--- config.mk ---
export PLATFORM = sky130hd
export DESIGN_NAME = ucaspian_neuron_arb
export DESIGN_NICKNAME = d
export VERILOG_FILES = /design/src/rtl/ucaspian_pkg.sv /design/src/rtl/ucaspian_rr_pick.sv /design/src/rtl/ucaspian_neuron_arb.sv
export SDC_FILE = /design/constraint.sdc
export NUM_CORES = 1
export LEC_CHECK = 0
export CAP_MARGIN = 15
export CORE_AREA = 8 8 78 114
export DETAILED_ROUTE_END_ITERATION = 8
export DIE_AREA = 0 0 86 122
export PLACE_DENSITY = 0.8
export SLEW_MARGIN = 0
export SYNTH_ARGS = -nofsm -noshare
export SYNTH_HDL_FRONTEND = slang
export SYNTH_SLANG_ARGS = --single-unit
--- constraint.sdc ---
create_clock -name clk -period 2.9 [get_ports clk]
set_input_delay 0.29 -clock clk [delete_from_list [all_inputs] [get_ports clk]]
set_output_delay 0.29 -clock clk [all_outputs]
set_load 0.01 [all_outputs]
--- src/rtl/ucaspian_pkg.sv ---
// ucaspian_pkg: shared types and constants for the neuron charge arbiter
package ucaspian_pkg;

    localparam int DEF_ADDR_W   = 8;
    localparam int DEF_CHARGE_W = 16;
    localparam int SETTLE_CYC   = 2;

    typedef logic [DEF_ADDR_W-1:0]          neuron_addr_t;
    typedef logic signed [DEF_CHARGE_W-1:0] charge_t;

    typedef enum logic [1:0] {IDLE, RUN, WAIT, DONE} arb_state_t;

endpackage

--- src/rtl/ucaspian_rr_pick.sv ---
// ucaspian_rr_pick: rotate-priority find-first starting one past the last winner
module ucaspian_rr_pick #(
    parameter int N = 4,
    localparam int IW = $clog2(N)
) (
    input  logic [N-1:0]  req,
    input  logic [IW-1:0] last,
    output logic [N-1:0]  onehot,
    output logic [IW-1:0] idx,
    output logic          any
);

    // Walk the requesters from last+1 around to last and keep the first hit
    always_comb begin
        onehot = '0;
        idx    = '0;
        any    = 1'b0;
        for (int k = 1; k <= N; k++) begin
            if (!any && req[(int'(last) + k) % N]) begin
                any                           = 1'b1;
                idx                           = IW'((int'(last) + k) % N);
                onehot[(int'(last) + k) % N]  = 1'b1;
            end
        end
    end

endmodule

--- src/rtl/ucaspian_neuron_arb.sv ---
// ucaspian_neuron_arb: round-robin charge arbiter into the neuron port plus time-step sequencer
// Optional same-address charge merging into a stalled entry: UCASPIAN_ARB_MERGE_EN
module ucaspian_neuron_arb
    import ucaspian_pkg::*;
#(
    parameter int NUM_REQ  = 4,
    parameter int ADDR_W   = 8,
    parameter int CHARGE_W = 16
) (
    input  logic                         clk,
    input  logic                         reset,
    input  logic                         enable,
    input  logic                         next_step,
    output logic                         step_done,
    input  logic [NUM_REQ*ADDR_W-1:0]    req_addr,
    input  logic [NUM_REQ*CHARGE_W-1:0]  req_charge,
    input  logic [NUM_REQ-1:0]           req_vld,
    output logic [NUM_REQ-1:0]           req_rdy,
    input  logic [NUM_REQ-1:0]           req_done,
    output logic [ADDR_W-1:0]            neuron_addr,
    output logic [CHARGE_W-1:0]          neuron_charge,
    output logic                         neuron_vld,
    input  logic                         neuron_rdy,
    input  logic                         neuron_step_done
);

    localparam int IW = $clog2(NUM_REQ);

    arb_state_t                  state_q, state_d;
    logic [1:0]                  cnt_q, cnt_d;
    logic [IW-1:0]               rr_last_q, rr_last_d;
    logic                        vld_q, vld_d;
    logic [ADDR_W-1:0]           addr_q, addr_d;
    logic signed [CHARGE_W-1:0]  charge_q, charge_d;

    logic [NUM_REQ-1:0]          pick_oh;
    logic [IW-1:0]               pick_idx;
    logic                        pick_any;
    logic [ADDR_W-1:0]           cand_addr;
    logic signed [CHARGE_W-1:0]  cand_charge;
    logic signed [CHARGE_W-1:0]  sat_charge;
    logic                        slot_free, grant_en, merge_en, take;

    ucaspian_rr_pick #(.N(NUM_REQ)) u_pick (
        .req    (req_vld),
        .last   (rr_last_q),
        .onehot (pick_oh),
        .idx    (pick_idx),
        .any    (pick_any)
    );

    // Candidate payload and the slot/grant qualifiers
    always_comb begin
        cand_addr   = req_addr[int'(pick_idx)*ADDR_W +: ADDR_W];
        cand_charge = req_charge[int'(pick_idx)*CHARGE_W +: CHARGE_W];
        slot_free   = !vld_q || neuron_rdy;
        grant_en    = state_q == RUN && enable && slot_free;
        take        = grant_en && pick_any;
    end

`ifdef UCASPIAN_ARB_MERGE_EN
    logic signed [CHARGE_W:0] sum;

    // Fold a same-address candidate into the stalled entry, saturating one bit wider
    always_comb begin
        sum        = {charge_q[CHARGE_W-1], charge_q} + {cand_charge[CHARGE_W-1], cand_charge};
        sat_charge = (sum[CHARGE_W] != sum[CHARGE_W-1])
                   ? (sum[CHARGE_W] ? {1'b1, {(CHARGE_W-1){1'b0}}} : {1'b0, {(CHARGE_W-1){1'b1}}})
                   : sum[CHARGE_W-1:0];
        merge_en   = state_q == RUN && enable && vld_q && !neuron_rdy && pick_any && cand_addr == addr_q;
    end
`else
    // Without merging a stalled entry simply blocks every grant
    always_comb begin
        sat_charge = charge_q;
        merge_en   = 1'b0;
    end
`endif

    // Grant, output register and round-robin pointer next state
    always_comb begin
        req_rdy   = (grant_en || merge_en) ? pick_oh : '0;
        vld_d     = take ? 1'b1 : (neuron_rdy ? 1'b0 : vld_q);
        addr_d    = take ? cand_addr : addr_q;
        charge_d  = take ? cand_charge : (merge_en ? sat_charge : charge_q);
        rr_last_d = (take || merge_en) ? pick_idx : rr_last_q;
    end

    // Step sequencer: open on next_step, drain, settle for the neuron's registered idle, pulse done
    always_comb begin
        state_d   = state_q;
        cnt_d     = cnt_q;
        step_done = 1'b0;
        if (enable) begin
            case (state_q)
                IDLE: state_d = next_step ? RUN : IDLE;
                RUN: begin
                    if (&req_done && !(|req_vld) && !vld_q) begin
                        state_d = WAIT;
                        cnt_d   = '0;
                    end
                end
                WAIT: begin
                    if (cnt_q != 2'(SETTLE_CYC))
                        cnt_d = cnt_q + 2'd1;
                    else if (neuron_step_done)
                        state_d = DONE;
                end
                DONE: begin
                    step_done = 1'b1;
                    state_d   = IDLE;
                end
            endcase
        end
    end

    // State registers with synchronous active-low reset; reset drops any held entry
    always_ff @(posedge clk) begin
        if (!reset) begin
            state_q   <= IDLE;
            cnt_q     <= '0;
            rr_last_q <= IW'(NUM_REQ - 1);
            vld_q     <= 1'b0;
            addr_q    <= '0;
            charge_q  <= '0;
        end else begin
            state_q   <= state_d;
            cnt_q     <= cnt_d;
            rr_last_q <= rr_last_d;
            vld_q     <= vld_d;
            addr_q    <= addr_d;
            charge_q  <= charge_d;
        end
    end

    assign neuron_vld    = vld_q;
    assign neuron_addr   = addr_q;
    assign neuron_charge = charge_q;

endmodule

==> results.md <==
Setup path:
- At the worst endpoint, the required time is 2610 ps.
- The timing startpoint of the critical path is rr_last_q[0]$_SDFFE_PN1P_.
- Setup slack on the worst reg-to-reg path comes out at 230 ps.
- The slowest stage cell on the critical path is mux4_2.
- The worst setup path is launched from a flop.
- Following the worst setup path forward leads to its endpoint at req_rdy[2].
- The worst register-to-register path has a depth of 10.
- The setup path with the least slack is of type reg -> out.
- The delay of the slowest cell on the worst path is 540 ps.
- In this run the critical register-to-register path is launched from rr_last_q[0]$_SDFFE_PN1P_.
- The endpoint arrival time on the critical path is 2480 ps.
- STA classifies the critical path endpoint as an output pin.
- The most prevalent standard cell on the critical path is nor2_1.
- In this run the worst path has a maximum fanout of 5.
- The capture instance of the worst register-to-register path is neuron_charge[0]$_SDFFE_PN0P_.
- Traced cell by cell, the critical path runs through inv_1 -> ha_4 -> mux4_2 -> nor2b_4 -> a22oi_1 -> nor2_1 -> a221oi_1 -> nor2_1 -> dlygate4sd2_1.

STA:
- The number of max-slew violations in the final report is 0.
- The final critical-path required period is 2770 ps.
- The final cycle utilization of the critical path is 0.955.
- Setup repair after global routing left no endpoint under its margin.
- At the pin with the least slew margin, the transition time is 354 ps.
- Setup violations remaining at the end of the flow were counted as 0.
- Setup total negative slack on the finished layout was measured at 0 ps.
- Static timing analysis puts the maximum clock frequency at 361 MHz.
- The worst pin sits at a relative slew slack of 0.764.
- The tightest hold path in the finished design has a slack of 461 ps.
- The clock arrives with 9.84 ps of skew.
- The final-report hold violation count was 0.

Cells and area:
- The number of antenna diodes in the final layout is 0.
- In the final layout, the share of cells above drive strength 1 is 0.174.
- Compared with the post-synthesis result, the final layout area differs by 72.5%.
- Summing all non-filler instances in the final layout gives an area of 4240 µm².
- Once layout is complete, the cells apart from fillers number 497.
- At the end of the flow, the number of nets in the layout was 519.

Clock tree:
- At the later pin of the worst-skew pair, clock insertion delay measures 270 ps.
- CTS placed an instance of clkbuf_8 at the clock tree root.
- The number of buffers between clock root and the deepest sink is 2.
- The hold buffer count at cts is 0.
- The count of H-tree levels built during CTS is 2.
- The clock tree from TritonCTS is built.
- The number of sinks on the clock net is 31.
- Buffers inserted during clock tree synthesis total 5.
- Clock-pin slew was measured on the worst setup and hold paths at 60 ps.

Power and ir drop:
- The worst vdd rail ir drop is 0.000218 V.
- The reported leakage power is 1.64 nW.
- The areal power density over the cells is 381 nW/µm².

Routing:
- The pre-antenna-repair detailed-routing pass consisted of 4 iterations.
- Using the TritonRoute via totals, the vias-per-cell ratio works out to 4.96.
- Summed over all layers, the routed wires come to 8.26 mm.
- The starting DRC count in detailed routing is 55.
- Across all layers, the routed design uses 2,467 vias.
- For this run, design rule violations remaining after detail routing come to 0.
- Once detail routing completed, the nets flagged for antenna violations numbered 0.
- After detailed routing, the average wire length per cell comes to 16.6 µm.

Placed design:
- The placement-stage cell area is 4130 µm².
- Buffers placed on the I/O ports in this run total 139.
- The placer's final routability congestion estimate is 0.905.
- The placed wire-length estimate is 6.88 mm.
- The placed instance count is 488.

Die:
- From left edge to right edge, the die measures 86 µm.
- The die covers 10,500 µm².
- For this configuration, the core starts out at a cell density of 0.343.
- From bottom edge to top edge, the die measures 122 µm.
- During I/O placement, the number of pins put on the boundary was 140.
- The region available for standard cell placement spans 7180 µm².
- The row count is 38.

Yosys:
- Averaged over all synthesized cells, the footprint is 10.2 µm².
- Of all flip-flops after synthesis, the portion carrying an async set or reset was 0.
- The fraction of the yosys area taken by sequential cells is 0.252.
- The netlist uses 46 different library cells.
- For this run, the number of Yosys warnings is 0.
- In this run, synthesis inferred 0 flip-flops with an integrated enable.
- By count the netlist is led by 54 x mux2i_1, 31 x dfxtp_1, 30 x nand2_1.
- For this run, the leading register cell type out of synthesis is dfxtp_1.
- The post-synth design cell area is 2460 µm².
- The number of flip-flops and latches in the synthesized netlist is 31.
- After synthesis, the cell types taking the most area are dfxtp_1 25%, mux2i_1 22%, o221ai_2 13%.
- The synthesized design spends more area on one cell type than any other, namely dfxtp_1.
- Counting every instance in the synthesized netlist gives 242.
- The share of the synthesized area in the top cell type is 0.252.
- The most common cell in the synthesized netlist is mux2i_1.
- The post-synth net total is 365.

Run status:
- The flow ran to the end, and the final reports show no timing, DRC or antenna violations.

Global routing:
- The via count of the first global-routing pass was 2,636.
- The residual overflow from global routing is 0.
- The wire length of the first global-routing pass is 12.8 mm.
- Entering global routing, the biggest net connects 31 pins.
- The global routing usage summed across all routing layers is 0.150.
- The initial antenna violation count is 0.

Min path:
- The worst hold path belongs to the class reg -> reg.

Flow run:
- Across the run, the number of max-cap violations was 0.
[what timing repair did]
action	CTS	global route
gates resized for setup	5	5
pin swaps	1	0
setup buffers	1	0
endpoints found under the setup margin	4	5
hold endpoints to repair	0	0
[logic make-up after synthesis]
kind of cell,count (synthesis),share of synthesized area
AOI/OAI and AO/OA,56,0.233
xor gates and xnor gates,2,0.0102
adders and majority gates,13,0.0661
buffers and inverters,23,0.0666
DFF,31,0.252
muxes,57,0.249
and+or+nand+nor,60,0.123
[through the flow]
stage	util	total power, mW	setup WS, ps
global placement	0.576	1.28	-13.0
floorplan	-	0.945	31.8
global route	0.591	1.72	31.7
detailed placement	0.576	1.30	-7.27
CTS	0.588	1.63	45.5
finish	0.591	1.62	132
[cell type report]
cell class	count	area, µm²
repair buffers	164	1660
flip-flops and latches	31	622
clock buffers	7	76.3
fillers	617	2940
well taps	100	125
clock inverters	1	5.00
inverters	6	22.5
multi-input cells	188	1730
[routing by layer]
| metal | share of wire | vias to the layer above | routed length (µm) | track usage |
|---|---|---|---|---|
| met5 | 0 | - | 0 | 0 |
| met4 | 0.017 | 0 | 143 | 0.0463 |
| met3 | 0.056 | 9 | 464 | 0.0405 |
| met2 | 0.55 | 83 | 4580 | 0.298 |
| met1 | 0.37 | 1146 | 3070 | 0.144 |
| li1 | - | 1229 | - | - |
[flip-flops by register name (all words and copies together), names as in the netlist]
signal         cells
neuron_vld         1
rr_last_q          2
cnt_q              2
neuron_charge     16
neuron_addr        8
state_q            2
[critical path: cells and delay by family, from the launching register on]
kind | cells | cell delay, ps
AO/OA/AOI/OAI | 2 | 400
adder cells (fa/ha/maj) | 1 | 280
multiplexers | 1 | 540
buffers and inverters | 2 | 370
flip-flops | 1 | 320
AND/OR/NAND/NOR | 3 | 300
[where the power goes]
part	internal (mW)	leakage (nW)	switching, mW	total [mW]
logic	0.459	1.34	0.356	0.815
registers	0.462	0.251	0.0199	0.482
clock network	0.168	0.0422	0.150	0.319
total	1.09	1.64	0.526	1.62
[cell usage in the layout (no fill, tap or decap), types with 2 or more instances in the layout]
master,n
buf_4,18
nand2_1,30
buf_12,7
a221oi_2,2
and2_1,2
o221ai_1,3
o221ai_2,21
or3_1,2
a211oi_1,3
nor4b_2,2
dlygate4sd2_1,4
dfxtp_1,30
nor2_1,10
mux2i_1,54
clkbuf_1,2
ha_1,12
a21oi_1,4
o21ai_0,6
a21o_1,2
a221oi_1,2
nor3_1,2
inv_1,5
mux4_2,2
clkdlybuf4s50_1,135
a22oi_1,5
clkbuf_8,5
nor2b_1,2
[worst min path at each step]
stage / end / depth (start not counted) / from / slack, ps
after floorplan: rr_last_q[0]$_SDFFE_PN1P_ / 1 / reset / 350
after global placement: neuron_addr[7]$_SDFFE_PN0P_ / 2 / neuron_addr[7]$_SDFFE_PN0P_ / 440
after detailed placement: neuron_charge[8]$_SDFFE_PN0P_ / 2 / neuron_charge[8]$_SDFFE_PN0P_ / 450
after CTS: neuron_charge[8]$_SDFFE_PN0P_ / 2 / neuron_charge[8]$_SDFFE_PN0P_ / 470
after global routing: neuron_addr[0]$_SDFFE_PN0P_ / 2 / neuron_addr[0]$_SDFFE_PN0P_ / 490
final: neuron_charge[8]$_SDFFE_PN0P_ / 2 / neuron_charge[8]$_SDFFE_PN0P_ / 460
Note: power is estimated with default switching activity, not from simulation.
